[src/rtl/spi_ram_burst.sv]
// spi_ram_burst
//   SPI slave fronting a single-port RAM. A frame carries a 2-bit opcode and an
//   ADDR_SIZE-bit address (MSB first), followed by write data on MOSI or read
//   data on MISO. Burst opcodes auto-increment the address modulo MEM_DEPTH.
//
//   Opcodes: 00 single write, 01 burst write, 10 single read, 11 burst read.
//
// Ports
//   clk        system clock, rising edge
//   rst_n      asynchronous reset, active low (RAM contents are kept)
//   SS_n       slave select, active low; high ends or aborts the frame
//   MOSI       serial data in, MSB first
//   MISO       serial data out, MSB first, registered
//   busy       registered, 1 while the FSM is out of IDLE
//   burst_wrap one-cycle pulse when a burst address steps MEM_DEPTH-1 -> 0
module spi_ram_burst #(
    parameter int DATA_WIDTH = 8,
    parameter int ADDR_SIZE  = 8,
    parameter int MEM_DEPTH  = 256,
    parameter bit BURST_EN   = 1'b1
) (
    input  logic clk,
    input  logic rst_n,
    input  logic SS_n,
    input  logic MOSI,
    output logic MISO,
    output logic busy,
    output logic burst_wrap
);

    localparam int DW  = DATA_WIDTH;
    localparam int H   = ADDR_SIZE + 2;
    localparam int HCW = $clog2(H);
    localparam int BCW = $clog2(DW + 1);

    localparam logic [HCW-1:0]       H_LAST = HCW'(H - 1);
    localparam logic [HCW-1:0]       H_ONE  = HCW'(1);
    localparam logic [BCW-1:0]       B_LAST = BCW'(DW - 1);
    localparam logic [BCW-1:0]       B_FULL = BCW'(DW);
    localparam logic [BCW-1:0]       B_ONE  = BCW'(1);
    localparam logic [ADDR_SIZE-1:0] A_ONE  = ADDR_SIZE'(1);

    if (MEM_DEPTH != (1 << ADDR_SIZE)) begin : g_bad_depth
        $error("spi_ram_burst: MEM_DEPTH must equal 2**ADDR_SIZE");
    end
    if (DATA_WIDTH < 2) begin : g_bad_width
        $error("spi_ram_burst: DATA_WIDTH must be at least 2");
    end

    typedef enum logic [2:0] {IDLE, HEADER, WR_DATA, RD_TURN, RD_DATA, DONE} state_t;

    state_t                 state;
    logic [H-2:0]           hsh;     // header bits received so far
    logic [HCW-1:0]         hcnt;
    logic [ADDR_SIZE-1:0]   addr;
    logic                   burst;
    logic [DW-2:0]          wsh;     // write word bits received so far
    logic [BCW-1:0]         bcnt;    // bit count within current data word
    logic [DW-1:0]          rsh;     // outgoing read word
    logic [DW-1:0]          rdata;   // registered RAM read port
    logic                   armed;   // SS_n seen high since reset/last frame start
    logic [DW-1:0]          mem [MEM_DEPTH];

    logic [H-1:0]           h_next;
    logic [DW-1:0]          w_next;
    logic [ADDR_SIZE-1:0]   addr_inc;
    logic                   rd_load;
    logic                   ram_we;
    logic                   ram_re;
    logic [ADDR_SIZE-1:0]   ram_addr;

    assign h_next   = {hsh, MOSI};
    assign w_next   = {wsh, MOSI};
    assign addr_inc = addr + A_ONE;

    // Word load edge in RD_DATA: the first one after the turnaround, and for
    // bursts every DW edges after that so words stream back to back.
    assign rd_load  = (state == RD_DATA) && ((bcnt == '0) || (burst && (bcnt == B_FULL)));
    assign ram_we   = !SS_n && (state == WR_DATA) && (bcnt == B_LAST);
    // Turnaround fetches the start address; burst loads prefetch the next one.
    assign ram_re   = !SS_n && ((state == RD_TURN) || (rd_load && burst));
    assign ram_addr = (state == RD_DATA) ? addr_inc : addr;

    always_ff @(posedge clk) begin
        if (ram_we) mem[ram_addr] <= w_next;
        if (ram_re) rdata <= mem[ram_addr];
    end

    always_ff @(posedge clk or negedge rst_n) begin
        if (!rst_n) begin
            state      <= IDLE;
            MISO       <= 1'b0;
            busy       <= 1'b0;
            burst_wrap <= 1'b0;
            hsh        <= '0;
            hcnt       <= '0;
            addr       <= '0;
            burst      <= 1'b0;
            wsh        <= '0;
            bcnt       <= '0;
            rsh        <= '0;
            armed      <= 1'b0;
        end else begin
            burst_wrap <= 1'b0;
            if (SS_n) begin
                state <= IDLE;
                MISO  <= 1'b0;
                busy  <= 1'b0;
                armed <= 1'b1;
                hcnt  <= '0;
                bcnt  <= '0;
            end else begin
                case (state)
                    IDLE: begin
                        // After reset a frame only starts once SS_n has been high.
                        if (armed) begin
                            state <= HEADER;
                            busy  <= 1'b1;
                            armed <= 1'b0;
                            hsh   <= h_next[H-2:0];
                            hcnt  <= H_ONE;
                        end
                    end
                    HEADER: begin
                        hsh  <= h_next[H-2:0];
                        hcnt <= hcnt + H_ONE;
                        if (hcnt == H_LAST) begin
                            hcnt  <= '0;
                            addr  <= h_next[ADDR_SIZE-1:0];
                            burst <= h_next[H-2] & BURST_EN;
                            state <= h_next[H-1] ? RD_TURN : WR_DATA;
                            bcnt  <= '0;
                        end
                    end
                    WR_DATA: begin
                        wsh <= w_next[DW-2:0];
                        if (bcnt == B_LAST) begin
                            bcnt <= '0;
                            if (burst) begin
                                addr <= addr_inc;
                                if (&addr) burst_wrap <= 1'b1;
                            end else begin
                                state <= DONE;
                            end
                        end else begin
                            bcnt <= bcnt + B_ONE;
                        end
                    end
                    RD_TURN: begin
                        state <= RD_DATA;
                        bcnt  <= '0;
                    end
                    RD_DATA: begin
                        if (rd_load) begin
                            MISO <= rdata[DW-1];
                            rsh  <= {rdata[DW-2:0], 1'b0};
                            bcnt <= B_ONE;
                            if (burst) begin
                                addr <= addr_inc;
                                if (&addr) burst_wrap <= 1'b1;
                            end
                        end else if (bcnt == B_FULL) begin
                            state <= DONE;
                            MISO  <= 1'b0;
                        end else begin
                            MISO <= rsh[DW-1];
                            rsh  <= {rsh[DW-2:0], 1'b0};
                            bcnt <= bcnt + B_ONE;
                        end
                    end
                    DONE: begin
                        MISO <= 1'b0;
                    end
                    default: begin
                        state <= IDLE;
                        MISO  <= 1'b0;
                        busy  <= 1'b0;
                    end
                endcase
            end
        end
    end

endmodule
[config.mk]
export PLATFORM = sky130hd
export DESIGN_NAME = spi_ram_burst
export DESIGN_NICKNAME = d
export VERILOG_FILES = /design/src/rtl/spi_ram_burst.sv
export SDC_FILE = /design/constraint.sdc
export NUM_CORES = 2
export LEC_CHECK = 0
export ABC_AREA = 1
export BUFFER_PORTS_ARGS = -buffer_cell sky130_fd_sc_hd__buf_2
export CAP_MARGIN = 10
export CORE_MARGIN = 4
export CORE_UTILIZATION = 30
export CTS_CLUSTER_SIZE = 14
export DETAILED_ROUTE_END_ITERATION = 8
export GPL_ROUTABILITY_DRIVEN = 0
export PLACE_DENSITY_LB_ADDON = 0.1
export RECOVER_POWER = 50
export SLEW_MARGIN = 5
export SYNTH_ARGS = -nofsm -noshare
export SYNTH_HDL_FRONTEND = slang
export SYNTH_SLANG_ARGS = --single-unit
[constraint.sdc]
create_clock -name clk -period 5.7 [get_ports clk]
set_clock_uncertainty 0.2 [all_clocks]
set_input_delay 1.14 -clock clk [delete_from_list [all_inputs] [get_ports clk]]
set_output_delay 1.14 -clock clk [all_outputs]
set_load 0.01 [all_outputs]
## Yosys cells after proc, flatten, opt, wreduce, memory -nomap -nowiden

Memory sizes are Yosys's and may differ from the RTL's. A register that Yosys moved wholly into a read port is not among the register bits.
Index checks and enable logic that the tools add are counted.

- Input port bits: 4
- Bits in writable memories: 2048
- Word-level logic and storage cells: 114
- Flip-flop bits (word level): 48
- Output and inout port bits: 3
- Memories kept: 1

- Equality and inequality tests: 23
- Mux-type cells: 46
- $add $sub $neg: 3
- Reduce and logical (&&, ||, !) cells: 28
- Bitwise logic cells: 1

Memories:

| name | depth | width | read ports | clocked after memory_dff | write ports | line | text |
|---|---|---|---|---|---|---|---|
| mem | 256 | 8 | 1 | 1 | 1 | 62 | `logic [DW-1:0] mem [MEM_DEPTH];` |

Operators with widths:

| kind | count |
|---|---|
| $mux W8 | 7 |
| $mux W4 | 8 |
| $pmux W8 S3 | 1 |
| $mux W3 | 7 |
| $pmux W3 S6 | 1 |
| $pmux W9 S2 | 1 |
| $pmux W4 S4 | 1 |
| $mux W1 | 15 |
| $ne A3 B3 Y1 const B | 5 |
| $reduce_and A3 Y1 | 4 |
| $ne A2 B2 Y1 const B | 5 |
| $mux W9 | 1 |
| $add A4 B1 Y4 const B | 2 |
| $add A8 B1 Y8 const B | 1 |
| $eq A4 B4 Y1 const B | 2 |
| $pmux W4 S2 | 1 |
| $reduce_and A8 Y1 | 1 |
| $reduce_and A7 Y1 | 1 |
| $eq A3 B2 Y1 const B | 2 |
| $eq A3 B3 Y1 const B | 2 |
| $logic_and A1 B1 Y1 | 6 |
| $ne A2 B1 Y1 const B | 3 |
| $pmux W1 S2 | 3 |
| $reduce_and A2 Y1 | 3 |
| other kinds (15) | 18 |

## Longest topological paths before layout

- Depth in word-level cells: 7
- Depth in mapped cells: 19
- Mapped depth without buffers: 16

## Least setup slack after synthesis

No wires, ideal clock.

- Path kind: register -> register
- From: register wsh[0]
- To: memory mem[0][1] (netlist bit), data pin
- Library setup time: 807 ps
- Data required time: 4693 ps
- Path buffers: 0
- Setup slack: 1496 ps
- Cell stages (with the launch flop): 1
- Arrival: 3198 ps
- Period minus slack after synthesis: 4204 ps
- Cell sequence: dfrtp_1

RTL lines:

| what | line | text |
|---|---|---|
| start: declaration | 57 | `logic [DW-2:0] wsh;` |
| start signal: assignment | 136 | `wsh <= w_next[DW-2:0];` |
| end: declaration | 62 |  |

Straight into the memory's write port.

## Worst setup path after layout

- From: register wsh[5]
- To: memory mem[29][6] (netlist bit), data pin

Straight into the memory's write port.

==> run metrics <==
WP data arrival=5.36 ns; Worst-path clk slew=0.06 ns; # fillers=29,700; fin crit period=4.99 ns; Boundary Pins=7; MaxCap Viol Count=20; Routed WL per cell=22.4 um; vias in the first global route=60,200; most numerous cell in the Yosys netlist=nand2_1; DRC Markers=0; Post-DRT Antenna Nets=0; Power, Total=44.7 mW; Tightest Pin Transition=4.33 ns; routed vias/inst=4.67; first-pass GRT wire length=425,000 um; Row Count=199; FF+latch count, synth=2,103; GR Util All Layers=18.6%; vias=60,800; die width=553 um; dpl cell area=95,600 um2; CTS resizes=0; outcome=finished, violations left; fin nets=8,919; Cell variety after synth=35; final setup fails=0; fmax=200 MHz; Clock Power Share=34.3%; worst skew pair latency=0.93 ns; failing checks=max-capacitance violations, max-slew violations; Post-synth top cells=5,184 x nand2_1, 2,056 x edfxtp_1, 371 x nor2_1, 349 x nand3_1, 284 x clkbuf_1; Leak Pwr=43.5 nW; Startpoint Class=register; top cell type's share of synthesized area=69.4%; Detail Placement HPWL=170,000 um; CTS Hold Bufs=0; clock root cell=clkbuf_16; htree depth=4; Pwr per Cell Area=434 nW/um2; share of layout cells above drive strength 1=8.21%; CTS tree=done; Cells after DPL=12,600; Synth area leaders=edfxtp_1 69%, nand2_1 22%, nand3_1 2.0%; Syn Nets=8,769; Synth area leader=edfxtp_1; 1st-iter DRT viols=5,241; Detailed Route WL=291,000 um; final instance area=103,000 um2; Period Utilization, post-route=87.6%; Synth Area per Inst=10.2 um2; Post-synth EDFFs=2,056; Slew Limit Fails=1,393; Area Growth Syn to Fin=15.9%; net switching power=16.1 mW; RSZ-0062 raised after global routing=no; combinational power share=27.5%; final hold vios=0; Int Pwr=28.7 mW; drt pass-1 iters=5; CP max FO=49; Hold Path Class=reg -> reg; cts bufs inserted=239; input/output buffers=6; sequential area share after synthesis=70.7%; clk sinks=2,103; final cell count without fillers=13,000; Worst Setup End Kind=register; Peak VDD IR=0.000405 V; slew margin rel.=-189%; Sequential Power Share=38.1%; post-CTS setup buffer count=0; switching part of the total power=35.9%; Synth Warn #=0; worst path required time=6.07 ns; Synth Instances=8,760; WS Path Type=reg -> reg; Starting Density=30.2%; top_reg_cell synth=edfxtp_1; Die Y=553 um; CTS max path bufs=4; GRT overflow=0; final setup TNS=0 ns; initial antenna violation count=14; Core ar.=295,000 um2; largest net degree at the start of global routing=169; Cell Area, Synth=89,000 um2; ys async rst share=2.23%; die area=305,000 um2
metrics by stage:
stage | worst slack, ns | hold WS (ns) | utilization (%)
after global placement | 0.965 | 0.261 | 32.4
after CTS | 0.950 | 0.0980 | 35.1
final | 0.709 | 0.281 | 35.0
after global routing | 0.430 | 0.298 | 35.0
after detailed placement | 0.987 | 0.274 | 32.4
after floorplan | 1.50 | 0.245 | -
final cells by class:
| type | count | area (um2) | area share (%) |
|---|---|---|---|
| antenna | 3 | 7.51 | 0.00728 |
| clock buffer | 278 | 6130 | 5.94 |
| timing repair buffer | 384 | 3300 | 3.20 |
| clock inverter | 164 | 1620 | 1.57 |
| tap | 3919 | 4900 | 4.75 |
| sequential | 2103 | 62900 | 61.0 |
| multi-input combinational | 6129 | 24000 | 23.3 |
| inverter | 53 | 206 | 0.200 |
sequential cells by signal, summed over array words and instances, names as in the netlist:
name,cells
rdata,8
hcnt,4
state,3
MISO,1
mem,2048
hsh,9
burst_wrap,1
rsh,7
wsh,7
burst,1
bcnt,4
addr,8
busy,1
armed,1
final timing paths:
path	depth (start not counted)	start	slack, ns	end
max	2	wsh[5]$_DFFE_PN0N_	0.71	mem[29][6]$_DFFE_PP_
min	2	armed$_DFFE_PN0P_	0.28	busy$_DFFE_PN0P_
max reg2reg	2	wsh[5]$_DFFE_PN0N_	0.71	mem[29][6]$_DFFE_PP_
min reg2reg	2	armed$_DFFE_PN0P_	0.28	busy$_DFFE_PN0P_
max in group asynchronous	2	rst_n	2.70	wsh[2]$_DFFE_PN0N_
min in group asynchronous	2	rst_n	1.02	rsh[6]$_DFFE_PN0P_
cell usage in the layout, fill, tap and decap left out, types with 4 or more instances in the layout:
master / count
nand2_1: 5166
buf_4: 322
inv_16: 4
clkinvlp_4: 12
nor2_1: 367
clkbuf_1: 47
a31oi_1: 9
o21ai_0: 128
clkbuf_16: 239
clkinv_1: 68
nor3_2: 4
nand4_1: 4
inv_1: 52
clkinv_2: 44
nor2_4: 5
buf_2: 5
a21oi_4: 4
bufinv_16: 28
edfxtp_1: 2056
dfrtp_1: 47
clkbuf_2: 7
a21oi_1: 10
nand3_1: 347
nand2_2: 17
o21ai_1: 36
buf_12: 38
ha_1: 5
layer usage:
metal  wire length (um)  global-route usage [%]  vias up
met2             133000                    29.7     1380
met5                  0                       0        -
met4               5880                    3.98        0
li1                   -                       -    29100
met3              14100                    2.28      319
met1             139000                    27.1    30000
power groups by stage:
| stage | Clock (mW) | Sequential (mW) | Combinational, mW |
|---|---|---|---|
| CTS | 15.8 | 17.1 | 12.5 |
| global placement | 0 | 17.4 | 12.6 |
| floorplan | 0 | 17.4 | 7.44 |
| global route | 16.4 | 17.1 | 13.7 |
| detailed placement | 0 | 17.4 | 12.5 |
| finish | 15.4 | 17.1 | 12.3 |
cell families after synthesis:
family / Yosys count / share of synthesized area (%)
fa+ha+maj: 5 / 0.0703
buf+inv: 528 / 2.45
compound gates: 201 / 1.19
simple gates: 5920 / 25.5
xor+xnor: 3 / 0.0295
flops: 2103 / 70.7
critical path, cell delays in order, from the launching register on:
cell and delay [ns]:
dfrtp_1 1.08, clkbuf_1 2.36, clkbuf_2 0.96
Power figures use the tool's default switching activity.
